===== config.mk =====
export PLATFORM = sky130hd
export DESIGN_NAME = timer_entry_ctrl
export DESIGN_NICKNAME = d
export VERILOG_FILES = /design/src/rtl/timer_pkg.sv /design/src/rtl/entry_shift_buf.sv /design/src/rtl/timer_entry_ctrl.sv
export SDC_FILE = /design/constraint.sdc
export NUM_CORES = 1
export LEC_CHECK = 0
export BUFFER_PORTS_ARGS = -buffer_cell sky130_fd_sc_hd__buf_2
export CAP_MARGIN = 20
export CORE_ASPECT_RATIO = 1.5
export CORE_MARGIN = 3
export CORE_UTILIZATION = 55
export DETAILED_ROUTE_END_ITERATION = 6
export GPL_TIMING_DRIVEN = 0
export PLACE_DENSITY = 0.85
export SYNTH_ARGS = -nofsm -noshare
export SYNTH_HDL_FRONTEND = slang
export SYNTH_SLANG_ARGS = --single-unit

===== constraint.sdc =====
create_clock -name clk -period 5.1 [get_ports clk]
set_input_delay 0.255 -clock clk [delete_from_list [all_inputs] [get_ports clk]]
set_output_delay 0.255 -clock clk [all_outputs]
set_load 0.01 [all_outputs]

===== src/rtl/timer_pkg.sv =====
// Shared definitions for the microwave timer entry controller.
//   state_e           : controller FSM states
//   KEY_START/CANCEL  : keypad command codes (0-9 are digits, 12-15 ignored)
//   DIGIT_W           : width of one BCD digit
//   QUICK_START_VALUE : buffer contents for a one-touch 00:30 start
package timer_pkg;

    typedef enum logic [2:0] {
        ST_IDLE,
        ST_ENTRY,
        ST_LOAD,
        ST_RUN,
        ST_PAUSE,
        ST_DONE
    } state_e;

    localparam int          DIGIT_W           = 4;
    localparam logic [3:0]  KEY_START         = 4'd10;
    localparam logic [3:0]  KEY_CANCEL        = 4'd11;
    localparam logic [15:0] QUICK_START_VALUE = 16'h0030;

    function automatic logic is_digit(input logic [3:0] code);
        return code <= 4'd9;
    endfunction

endpackage


===== src/rtl/entry_shift_buf.sv =====
// Keypad entry buffer: NUM_DIGITS BCD digits, shifted left as digits arrive
// (new digit enters the least significant position).
//   clk, reset : clock, async active-high reset
//   shift_en   : shift digit_in into the buffer (caller gates with !full)
//   digit_in   : BCD digit to shift in
//   clr        : clear buffer and digit count (highest priority)
//   ld_en      : parallel load ld_value, digit count cleared
//   cnt_clr    : clear only the digit count, contents kept
//   buf_o      : buffer contents, most significant digit first
//   full       : NUM_DIGITS digits have been entered since last clear
module entry_shift_buf
    import timer_pkg::*;
#(
    parameter int NUM_DIGITS = 4
) (
    input  logic                          clk,
    input  logic                          reset,
    input  logic                          shift_en,
    input  logic [DIGIT_W-1:0]            digit_in,
    input  logic                          clr,
    input  logic                          ld_en,
    input  logic [NUM_DIGITS*DIGIT_W-1:0] ld_value,
    input  logic                          cnt_clr,
    output logic [NUM_DIGITS*DIGIT_W-1:0] buf_o,
    output logic                          full
);

    localparam int BUF_W = NUM_DIGITS * DIGIT_W;
    localparam int CNT_W = $clog2(NUM_DIGITS + 1);

    logic [BUF_W-1:0] buf_q, buf_d;
    logic [CNT_W-1:0] cnt_q, cnt_d;

    assign full  = (cnt_q == CNT_W'(NUM_DIGITS));
    assign buf_o = buf_q;

    always_comb begin
        buf_d = buf_q;
        cnt_d = cnt_q;
        if (clr) begin
            buf_d = '0;
            cnt_d = '0;
        end else if (ld_en) begin
            buf_d = ld_value;
            cnt_d = '0;
        end else if (cnt_clr) begin
            cnt_d = '0;
        end else if (shift_en) begin
            buf_d = {buf_q[BUF_W-DIGIT_W-1:0], digit_in};
            cnt_d = cnt_q + CNT_W'(1);
        end
    end

    always_ff @(posedge clk or posedge reset) begin
        if (reset) begin
            buf_q <= '0;
            cnt_q <= '0;
        end else begin
            buf_q <= buf_d;
            cnt_q <= cnt_d;
        end
    end

endmodule


===== src/rtl/timer_entry_ctrl.sv =====
// Microwave timer entry controller: collects MM:SS keypad digits, validates
// them, loads the BCD down-counter chain and gates its stop input with the
// 1 Hz tick until the chain reports zero. Handles cancel, door pause and done.
// Optional feature macro QUICK_START_EN: START in IDLE (door closed) loads
// 00:30 and starts immediately; without it START in IDLE is rejected.
//   clk, reset     : clock, async active-high reset
//   key_valid/code : keypad strobe and code (0-9 digit, 10 START, 11 CANCEL)
//   door_open      : door level, pauses cooking and blocks START
//   tick           : 1 Hz one-cycle enable
//   timer_zero     : all counters in the chain are zero
//   bcd_load_value : {min_t, min_o, sec_t, sec_o} entry buffer
//   load           : one-cycle counter load pulse
//   stop           : counter hold, low only on a running tick cycle
//   clear_cnt      : one-cycle counter clear pulse (after CANCEL)
//   running        : magnetron enable
//   done           : completion beep, DONE_CYCLES long
//   entry_err      : one-cycle pulse on a rejected START
module timer_entry_ctrl
    import timer_pkg::*;
#(
    parameter int NUM_DIGITS  = 4,
    parameter int DONE_CYCLES = 8
) (
    input  logic                          clk,
    input  logic                          reset,
    input  logic                          key_valid,
    input  logic [3:0]                    key_code,
    input  logic                          door_open,
    input  logic                          tick,
    input  logic                          timer_zero,
    output logic [NUM_DIGITS*DIGIT_W-1:0] bcd_load_value,
    output logic                          load,
    output logic                          stop,
    output logic                          clear_cnt,
    output logic                          running,
    output logic                          done,
    output logic                          entry_err
);

    localparam int BUF_W = NUM_DIGITS * DIGIT_W;
    localparam int DC_W  = (DONE_CYCLES > 1) ? $clog2(DONE_CYCLES) : 1;

    state_e            state_q, state_d;
    logic [DC_W-1:0]   done_cnt_q, done_cnt_d;
    logic              in_run_q, in_run_d;
    logic              entry_err_q, entry_err_d;
    logic              clear_cnt_q, clear_cnt_d;

    logic              key_digit, key_start, key_cancel;
    logic              shift_en, buf_clr, buf_ld, cnt_clr, buf_full;
    logic              entry_invalid, run_active;
    logic [BUF_W-1:0]  buf_val;

    assign key_digit  = key_valid && is_digit(key_code);
    assign key_start  = key_valid && (key_code == KEY_START);
    assign key_cancel = key_valid && (key_code == KEY_CANCEL);

    // Seconds tens digit above 5 or an all-zero time cannot be cooked.
    assign entry_invalid = (buf_val[2*DIGIT_W-1:DIGIT_W] > 4'd5) || (buf_val == '0);

    entry_shift_buf #(
        .NUM_DIGITS (NUM_DIGITS)
    ) u_buf (
        .clk      (clk),
        .reset    (reset),
        .shift_en (shift_en),
        .digit_in (key_code),
        .clr      (buf_clr),
        .ld_en    (buf_ld),
        .ld_value (BUF_W'(QUICK_START_VALUE)),
        .cnt_clr  (cnt_clr),
        .buf_o    (buf_val),
        .full     (buf_full)
    );

    always_comb begin
        state_d     = state_q;
        done_cnt_d  = done_cnt_q;
        entry_err_d = 1'b0;
        clear_cnt_d = 1'b0;
        shift_en    = 1'b0;
        buf_clr     = 1'b0;
        buf_ld      = 1'b0;
        cnt_clr     = 1'b0;
        run_active  = 1'b0;

        // LOAD is a single committed cycle; every key, CANCEL included, is
        // dropped there so the counters never see load and clear together.
        if (key_cancel && state_q != ST_LOAD) begin
            clear_cnt_d = 1'b1;
            buf_clr     = 1'b1;
            state_d     = ST_IDLE;
        end else begin
            case (state_q)
                ST_IDLE, ST_ENTRY: begin
                    if (key_digit) begin
                        shift_en = !buf_full;
                        state_d  = ST_ENTRY;
                    end else if (key_start) begin
                        if (door_open) begin
                            entry_err_d = 1'b1;
                        end else if (state_q == ST_IDLE) begin
`ifdef QUICK_START_EN
                            buf_ld  = 1'b1;
                            state_d = ST_LOAD;
`else
                            entry_err_d = 1'b1;
`endif
                        end else if (entry_invalid) begin
                            entry_err_d = 1'b1;
                        end else begin
                            state_d = ST_LOAD;
                        end
                    end
                end
                ST_LOAD: begin
                    cnt_clr = 1'b1;
                    state_d = ST_RUN;
                end
                ST_RUN: begin
                    // Door beats tick; zero is trusted only after the chain
                    // has had one RUN cycle to settle.
                    if (door_open) begin
                        state_d = ST_PAUSE;
                    end else if (in_run_q && timer_zero) begin
                        state_d    = ST_DONE;
                        done_cnt_d = '0;
                    end else begin
                        run_active = 1'b1;
                    end
                end
                ST_PAUSE: begin
                    if (key_start) begin
                        if (door_open) entry_err_d = 1'b1;
                        else           state_d     = ST_RUN;
                    end
                end
                ST_DONE: begin
                    if (done_cnt_q == DC_W'(DONE_CYCLES - 1)) begin
                        state_d    = ST_IDLE;
                        buf_clr    = 1'b1;
                        done_cnt_d = '0;
                    end else begin
                        done_cnt_d = done_cnt_q + DC_W'(1);
                    end
                end
                default: state_d = ST_IDLE;
            endcase
        end
    end

    assign in_run_d = (state_q == ST_RUN);

    always_ff @(posedge clk or posedge reset) begin
        if (reset) begin
            state_q     <= ST_IDLE;
            done_cnt_q  <= '0;
            in_run_q    <= 1'b0;
            entry_err_q <= 1'b0;
            clear_cnt_q <= 1'b0;
        end else begin
            state_q     <= state_d;
            done_cnt_q  <= done_cnt_d;
            in_run_q    <= in_run_d;
            entry_err_q <= entry_err_d;
            clear_cnt_q <= clear_cnt_d;
        end
    end

    assign bcd_load_value = buf_val;
    assign load           = (state_q == ST_LOAD);
    assign running        = run_active;
    assign stop           = !(run_active && tick);
    assign done           = (state_q == ST_DONE);
    assign entry_err      = entry_err_q;
    assign clear_cnt      = clear_cnt_q;

endmodule


==> results of run 1 <==
[cell usage in the layout, fill, tap and decap left out, drive strengths merged, types with 2 or more instances in the layout]
master   n
inv      6
a21oi    5
mux2i   17
xnor2    2
clkbuf   3
nor4     5
a31oi    2
nor3     3
a21o     3
ha       4
mux2     3
dfrtp   28
and2     4
buf     40
nor2    23
nand4    2
nand2    9
o21ai    6
o311ai   2
[per-stage QoR]
step	cell area [um2]	setup WS (ns)	utilization, %	instances	power [W]
floorplan	1551	3.362	-	146	0.0007049
global placement	1753	3.239	65.50	214	0.0008238
detailed placement	1753	3.192	65.50	214	0.0008516
CTS	1824	3.159	68.16	218	0.001032
global route	1862	2.990	69.57	220	0.001106
finish	1862	3.159	69.57	220	0.001027
[registers in the layout (all words and copies together) (netlist names)]
| register | cells |
|---|---|
| done_cnt_q | 3 |
| clear_cnt | 1 |
| in_run_q | 1 |
| u_buf.buf_o | 16 |
| state_q | 3 |
| entry_err | 1 |
| u_buf.cnt_q | 3 |
[where the power goes]
part           leakage [nW]  internal (W)  total (W)  switching, W
combinational         0.583      0.000213   0.000459      0.000246
clock                0.0357      0.000105   0.000176     0.0000712
sequential            0.356      0.000311   0.000392     0.0000809
[area by class of cell]
class / count / area, um2
fill: 212 / 814.5
sequential: 28 / 700.7
tap: 37 / 46.29
inverter: 6 / 22.52
timing repair buffer: 33 / 192.7
clock buffer: 3 / 41.29
buffer: 8 / 70.07
multi-input combinational: 104 / 758.2
clock inverter: 1 / 30.03
[synth_stat cells (all sizes together) (2+ instances only)]
library cell / number / share of area, %
o311ai: 2 / 2.1
xnor2: 2 / 1.1
inv: 6 / 1.5
nor4: 5 / 2.0
buf: 8 / 4.5
nand2: 9 / 2.2
nor3: 3 / 0.97
dfrtp: 28 / 45
a31oi: 2 / 0.81
ha: 4 / 3.2
o21ai: 6 / 1.9
mux2i: 17 / 11
mux2: 3 / 2.2
a21o: 3 / 1.5
a21oi: 5 / 1.6
nand4: 2 / 0.81
and2: 4 / 1.9
nor2: 23 / 7.7
[final timing paths]
check,start,endpoint,slack (ns),cells after the start
max in group asynchronous,reset,u_buf.buf_o[6]$_DFFE_PP0P_,4.24,4
min in group asynchronous,reset,u_buf.buf_o[4]$_DFFE_PP0P_,0.45,3
hold / removal,key_code[3],u_buf.buf_o[3]$_DFFE_PP0P_,0.27,3
setup reg to reg,done_cnt_q[0]$_DFFE_PP0P_,state_q[0]$_DFFE_PP0P_,3.18,7
hold reg to reg,done_cnt_q[2]$_DFFE_PP0P_,done_cnt_q[2]$_DFFE_PP0P_,0.51,2
setup / recovery,state_q[1]$_DFFE_PP0P_,stop,3.16,8
[worst reg2reg max path: cells and delay by family (launching register included)]
family	cells	cell delay, ns
multiplexers	1	0.32
AND/OR/NAND/NOR	1	0.29
adder cells (fa/ha/maj)	2	0.43
flip-flops	1	0.41
AO/OA/AOI/OAI	3	0.35
[per-layer routing]
| layer | vias to the layer above | GRT usage (%) | share of wire [%] | routed length, um |
|---|---|---|---|---|
| met5 | - | 0 | 0 | 0 |
| met4 | 0 | 8.861 | 1.8 | 63 |
| met3 | 7 | 3.368 | 3.9 | 135 |
| met2 | 36 | 38.06 | 55 | 1883 |
| met1 | 635 | 25.58 | 39 | 1345 |
| li1 | 591 | - | - | - |
[kinds of logic after synthesis]
group | count (synthesis) | share of synthesized area (%)
AO/OA/AOI/OAI | 25 | 11.53
XOR/XNOR | 2 | 1.129
adder cells (fa/ha/maj) | 4 | 3.226
buffers and inverters | 14 | 5.967
flip-flops | 28 | 45.16
multiplexers | 20 | 13.14
AND/OR/NAND/NOR | 53 | 19.84
==> flow_summary_export.csv, run 1 <==
group,metric,value,unit
status,status,"finished, final reports clean",
setup_path,cp_top_family,"simple AND/OR/NAND/NOR gates",
place,place_congestion,0.8603,
routing,vias,1269,
grt,antenna_found_initial,0,
place,io_buffer_count,31,
yosys,syn_avg_cell_area,10.63,um2
timing,hold_ws,0.2710,ns
setup_path,cp-start-kind,"flop",
timing,finalHoldViolations,0,
die,die_y,71.05,um
routing,remaining_drc_errors,0,
cts,cts_made_buffers,3,
grt,grtUsageTotal,21.52,%
routing,ant_nets,0,
die,dieArea,0.003507,mm2
cts,cts_tree,"built",
power,powerDensity,551.8,mW/mm2
grt,grt_pass1_wl,5871,um
timing,rsz0062_at_grt,"false",
timing,maxSlewHeadroom,67.35,%
setup_path,end_kind,"output port",
routing,routed_wl,3427,um
die,io_pins,32,
yosys,yosysSeqAreaShare,45.16,%
cts,clock_path_buffers,2,
timing,final_max_slew_viol_count,0,
setup_path,critical_path_buf_inv_count,3,
timing,period_share,38.05,%
timing,tightest_slew,0.4852,ns
timing,final.min_clock_period,1.941,ns
timing,skew,0.008372,ns
cts,cts-root-buf,"clkbuf_8",
routing,wl_per_cell,15.58,um
layout,layout.nets,198,
grt,grt_overflow,0,
yosys,ys.flop_type,"dfrtp_1",
layout,drive_gt1_share,34.97,%
setup_path,crit_type,"reg2out",
power,irDropWorstVdd,0.3832,mV
timing,setup_viol_count_final,0,
cts,postCtsSetupBuffers,0,
flow_run,cap_violations,0,
grt,grt_max_degree,29,
routing,drt_iter0_markers,50,
setup_path,path_cells,"buf_4 -> and2b_4 -> and2_4 -> buf_6 -> nor2_4 -> nor2_1 -> nand2_1 -> buf_2",
power,p_leak,0.9750,nW
place,dp_hpwl,2583,um
cts,cts_htree_levels,1,
yosys,netlist_instances,146,
die,fp-row-count,23,
setup_path,crit_fanout,10,
layout,diodes,0,
die,die_w,49.37,um
layout,area_growth,20.00,%
cts,clock_sinks,28,
setup_path,critical-path-max-stage-delay,0.37,ns
yosys,syn_area,0.001551,mm2
timing,max_freq,515.3,MHz
cts,clkTransAtPathRegs,0.10,ns
cts,clkLatencyLatePin,0.28,ns
yosys,async_reset_ff_share,100.0,%
yosys,synth_edf_count,0,
yosys,synth-seq-cells,28,
cts,postCtsHoldBufs,0,
routing,first_pass_iters,4,
yosys,synth_warnings,0,
hold_path,hold_class,"in2reg",
cts,post_cts_resized,0,
timing,tns,0,ns
die,coreArea,0.002676,mm2
routing,viasPerCell,5.768,
setup_path,crit_slowest_cell,"dfrtp_1",
grt,grt_pass1_vias,1315,
setup_path,crit_required,4.85,ns
die,initial_utilization,57.97,%
yosys,yosysUniqueCellTypes,41,
setup_path,arrival,1.69,ns
yosys,postSynthNetCount,160,
No activity file was read; power rests on OpenSTA's default activity.
==> run 2, diff against run 1 <==
Settings changed: CORE_UTILIZATION 55 to 54, PLACE_DENSITY 0.85 to 0.84.
Clock period 5.1 ns to 1.9 ns, I/O delays scaled along.
==> flow_summary_export.csv, run 2 (synthesis results as in run 1) <==
group,metric,value,unit
timing,hold_ws,0.1222,ns
grt,grt_max_degree,29,
layout,diodes,0,
place,postPlaceCellArea,0.001753,mm2
cts,clock_path_buffers,2,
die,initial_utilization,57.35,%
place,io_buffer_count,31,
setup_path,crit_type,"reg2reg",
layout,final_common_cell,"buf_2",
setup_path,r2r_start,"done_cnt_q[1]$_DFFE_PP0P_",
timing,max_freq,537.4,MHz
routing,first_pass_iters,4,
timing,final.min_clock_period,1.861,ns
setup_path,end_kind,"flop",
setup_path,arrival,2.03,ns
cts,clkTransAtPathRegs,0.09,ns
timing,rsz0062_at_grt,"true",
timing,worst_slack,0.03916,ns
setup_path,crit_required,2.06,ns
routing,remaining_drc_errors,0,
layout,layout.nets,201,
die,coreArea,0.002705,mm2
power,irDropWorstVdd,1.100,mV
cts,cts_made_buffers,3,
layout,final_cell_mix,"buf_2 (33), dfrtp_1 (28), mux2i_1 (17), nor2_1 (12), nor2_2 (10)",
routing,routed_wl,3468,um
grt,antenna_found_initial,0,
place,dp_hpwl,2561,um
setup_path,path_cells,"ha_2 -> ha_4 -> nor4bb_4 -> a31oi_2 -> o311ai_2 -> o21ai_1 -> mux2_1",
timing,setup_viol_count_final,0,
routing,m1WireLength,1303,um
layout,drive_gt1_share,38.17,%
flow_run,cap_violations,0,
setup_path,r2r_cells,7,
routing,wl_per_cell,15.55,um
layout,area_growth,23.79,%
setup_path,cp_top_family,"flip-flops",
grt,grt_overflow,0,
status,status,"finished, final reports clean",
cts,cts_tree,"built",
cts,clkLatencyLatePin,0.28,ns
power,powerDensity,1479,mW/mm2
timing,period_share,97.94,%
die,dieArea,0.003566,mm2
hold_path,hold_class,"in2reg",
layout,final_cell_area,0.001921,mm2
setup_path,r2r-end,"state_q[0]$_DFFE_PP0P_",
timing,finalHoldViolations,0,
timing,skew,0.002855,ns
cts,cts-root-buf,"clkbuf_8",
routing,ant_nets,0,
cts,clock_sinks,28,
setup_path,crit_slowest_cell,"dfrtp_1",
die,die_w,49.77,um
place,dpl_worst_slack,-0.07164,ns
setup_path,crit_fanout,3,
power,p_leak,0.9876,nW
setup_path,critical-path-max-stage-delay,0.40,ns
setup_path,cp-start-kind,"flop",
timing,final_max_slew_viol_count,0,
place,place_congestion,0.8867,
routing,vias,1267,
routing,drt_iter0_markers,52,
grt,grtUsageTotal,20.75,%
setup_path,critical_path_buf_inv_count,0,
layout,largest_register_ffs,16,
die,die_y,71.65,um
grt,grt_pass1_vias,1297,
die,io_pins,32,
setup_path,crit_cells,7,
routing,dr_wl_met2,1924,um
routing,highest_layer,"met4",
routing,viasPerCell,5.682,
setup_path,worstSetupEndpoint,"state_q[0]$_DFFE_PP0P_",
timing,maxSlewHeadroom,67.31,%
routing,wl_met3,123,um
layout,final_core_util,71.00,%
setup_path,crit_start,"done_cnt_q[1]$_DFFE_PP0P_",
cts,cts_htree_levels,1,
die,fp-row-count,23,
grt,grt_pass1_wl,5768,um
setup_path,r2r_setup_slack,0.04,ns
timing,tightest_slew,0.4898,ns
run 2: changes by cell type in the layout (fill, tap and decap cells not counted):
cell	before	now
a31oi_2	0	1
buf_4	3	6
a31oi_1	2	1
ha_4	0	1
ha_2	0	1
nor4bb_1	1	0
nor4bb_4	0	1
ha_1	4	2
run 2: worst min-delay path by stage:
stage	startpoint	endpoint	slack, ns	cells after the start
floorplan	reset	clear_cnt$_DFF_PP0_	0.16	1
global placement	reset	u_buf.cnt_q[0]$_DFFE_PP0P_	0.39	2
detailed placement	reset	u_buf.cnt_q[0]$_DFFE_PP0P_	0.39	2
CTS	reset	u_buf.cnt_q[0]$_DFFE_PP0P_	0.09	2
global route	key_code[2]	u_buf.buf_o[2]$_DFFE_PP0P_	0.12	3
finish	key_code[2]	u_buf.buf_o[2]$_DFFE_PP0P_	0.12	3
run 2: through the flow:
stage               power, W  cells  TNS (ns)
global placement    0.002220    214         0
finish              0.002841    223         0
global route        0.003054    223  -0.04494
floorplan           0.001892    146         0
CTS                 0.002774    218         0
detailed placement  0.002288    214  -0.07164
run 2: cell type report:
class / count / area (um2)
plain buffers: 8 / 70.07
clock buffers: 3 / 41.29
clock inverters: 1 / 30.03
fillers: 228 / 784.5
inverters: 6 / 22.52
multi-input cells: 104 / 794.5
flip-flops and latches: 28 / 700.7
well taps: 37 / 46.29
repair buffers: 36 / 215.2
run 2: worst register-to-register path: stages (launching register included):
cell and delay [ns]:
dfrtp_1 0.40, ha_2 0.20, ha_4 0.17, nor4bb_4 0.30
a31oi_2 0.08, o311ai_2 0.13, o21ai_1 0.14, mux2_1 0.33
run 2: power breakdown:
part	internal, W	switching (W)
registers	0.000834	0.000214
logic	0.000630	0.000693
clock network	0.000282	0.000187
run 2: timing repair:
| action | CTS | global route |
|---|---|---|
| setup endpoints to repair | 1 | 1 |
| hold buffers | 0 | 1 |
| setup buffers | 0 | 3 |
| hold endpoints to repair | 0 | 10 |
| pin swaps | 2 | 3 |
| gates resized for setup | 2 | 4 |
run 2: per-layer routing:
layer,vias to the layer above,global-route usage [%]
met2,39,36.67
met3,13,2.703
met5,-,0
li1,595,-
met4,0,11.08
met1,620,24.01
==> run 3, diff against run 2 <==
Settings changed: RECOVER_POWER from default to 50.
==> flow_summary_export.csv, run 3 (synthesis results as in run 1) <==
group,metric,value,unit
timing,final_max_slew_viol_count,0,
cts,cts_made_buffers,3,
routing,vias,1296,
routing,routed_wl,3500,um
grt,grt_pass1_vias,1297,
routing,wl_met3,159,um
hold_path,hold_start,"key_code[2]",
power,powerDensity,1499,mW/mm2
layout,final_common_cell,"dfrtp_1",
routing,highest_layer,"met4",
place,dpl_worst_slack,-0.07164,ns
place,io_buffer_count,31,
hold_path,holdPathEnd,"u_buf.buf_o[2]$_DFFE_PP0P_",
routing,ant_nets,0,
layout,area_growth,21.53,%
grt,antenna_found_initial,0,
die,io_pins,32,
routing,dr_wl_met2,1914,um
cts,cts_tree,"built",
layout,diodes,0,
place,dpl.cell_count,214,
timing,skew,0.003162,ns
cts,clkLatencyLatePin,0.28,ns
power,irDropWorstVdd,1.107,mV
status,status,"finished, final reports clean",
layout,final_cell_mix,"dfrtp_1 (28), buf_2 (24), mux2i_1 (17), nor2_1 (12)",
timing,rsz0062_at_grt,"true",
die,die_y,71.65,um
routing,remaining_drc_errors,0,
hold_path,hold_path_depth,3,
setup_path,cp-start-kind,"flop",
layout,instances_no_fill,223,
timing,final.min_clock_period,1.868,ns
setup_path,r2r_setup_slack,0.03,ns
grt,grt_pass1_wl,5768,um
layout,largest_register_ffs,16,
setup_path,r2r_start,"done_cnt_q[1]$_DFFE_PP0P_",
setup_path,arrival,2.03,ns
setup_path,r2r-end,"state_q[0]$_DFFE_PP0P_",
setup_path,end_kind,"flop",
hold_path,hold_class,"in2reg",
setup_path,r2r_cells,7,
timing,tightest_slew,0.9588,ns
setup_path,crit_type,"reg2reg",
timing,maxSlewHeadroom,36.08,%
layout,drive_gt1_share,32.80,%
power,fin_total_pwr,0.002827,W
timing,period_share,98.31,%
grt,grt_overflow,0,
setup_path,crit_required,2.06,ns
place,dp_hpwl,2561,um
grt,grtUsageTotal,20.75,%
routing,viasPerCell,5.812,
routing,wl_per_cell,15.70,um
cts,cts_htree_levels,1,
die,coreArea,0.002705,mm2
setup_path,crit_fanout,3,
cts,clock_sinks,28,
power,p_leak,0.9431,nW
cts,cts-root-buf,"clkbuf_8",
die,dieArea,0.003566,mm2
cts,clock_path_buffers,2,
timing,max_freq,535.4,MHz
routing,first_pass_iters,5,
routing,m1WireLength,1286,um
timing,worst_slack,0.03217,ns
layout,nFillCells,237,
die,fp-row-count,23,
timing,finalHoldViolations,0,
routing,drt_iter0_markers,47,
place,place_congestion,0.8867,
layout,layout.nets,201,
die,die_w,49.77,um
die,initial_utilization,57.35,%
grt,grt_max_degree,29,
cts,clkTransAtPathRegs,0.09,ns
timing,setup_viol_count_final,0,
timing,tns,0,ns
flow_run,cap_violations,0,
run 3: final cells by class:
cell class                 count  area (um2)  share of cell area [%]
multi-input combinational    104       794.5                   42.14
sequential                    28       700.7                   37.16
timing repair buffer          36       180.2                   9.555
buffer                         8       70.07                   3.716
tap                           37       46.29                   2.455
clock buffer                   3       41.29                   2.190
clock inverter                 1       30.03                   1.593
inverter                       6       22.52                   1.194
run 3: worst max-delay path by stage:
stage | start | endpoint | cells past startpoint
2_1_floorplan | done_cnt_q[0]$_DFFE_PP0P_ | state_q[0]$_DFFE_PP0P_ | 7
3_3_place_gp | done_cnt_q[0]$_DFFE_PP0P_ | state_q[0]$_DFFE_PP0P_ | 7
3_5_place_dp | done_cnt_q[0]$_DFFE_PP0P_ | state_q[0]$_DFFE_PP0P_ | 7
4_1_cts | done_cnt_q[0]$_DFFE_PP0P_ | state_q[0]$_DFFE_PP0P_ | 7
5_1_grt | done_cnt_q[0]$_DFFE_PP0P_ | state_q[0]$_DFFE_PP0P_ | 7
6_report | done_cnt_q[1]$_DFFE_PP0P_ | state_q[0]$_DFFE_PP0P_ | 7
run 3: through the flow:
step	cell area (um2)	hold WS [ns]	util, %
after floorplan	1551	0.1604	-
after global placement	1753	0.3878	64.80
after detailed placement	1753	0.3921	64.80
after CTS	1833	0.08710	67.76
after global routing	1886	0.1249	69.70
final	1886	0.1164	69.70
run 3: report_power, final:
part | total, W | internal [W] | switching [W]
Combinational | 0.00131 | 0.000608 | 0.000699
Sequential | 0.00105 | 0.000834 | 0.000216
Clock | 0.000470 | 0.000282 | 0.000188
Total | 0.00283 | 0.00172 | 0.00110
run 3: what timing repair did:
action,in CTS,in global routing
setup buffers,0,3
gates resized for setup,2,4
hold endpoints to repair,0,10
hold buffers,0,1
pin swaps,2,3
endpoints found under the setup margin,1,1
run 3: critical path: stages, from the launching register on:
cell,delay (ns)
dfrtp_1,0.40
ha_2,0.20
ha_4,0.17
nor4bb_4,0.30
a31oi_2,0.08
o311ai_2,0.13
o21ai_1,0.14
mux2_1,0.33
run 3: metal layers:
metal | GRT usage (%) | up-vias
li1 | - | 596
met4 | 11.08 | 0
met5 | 0 | -
met1 | 24.01 | 626
met2 | 36.67 | 53
met3 | 2.703 | 21
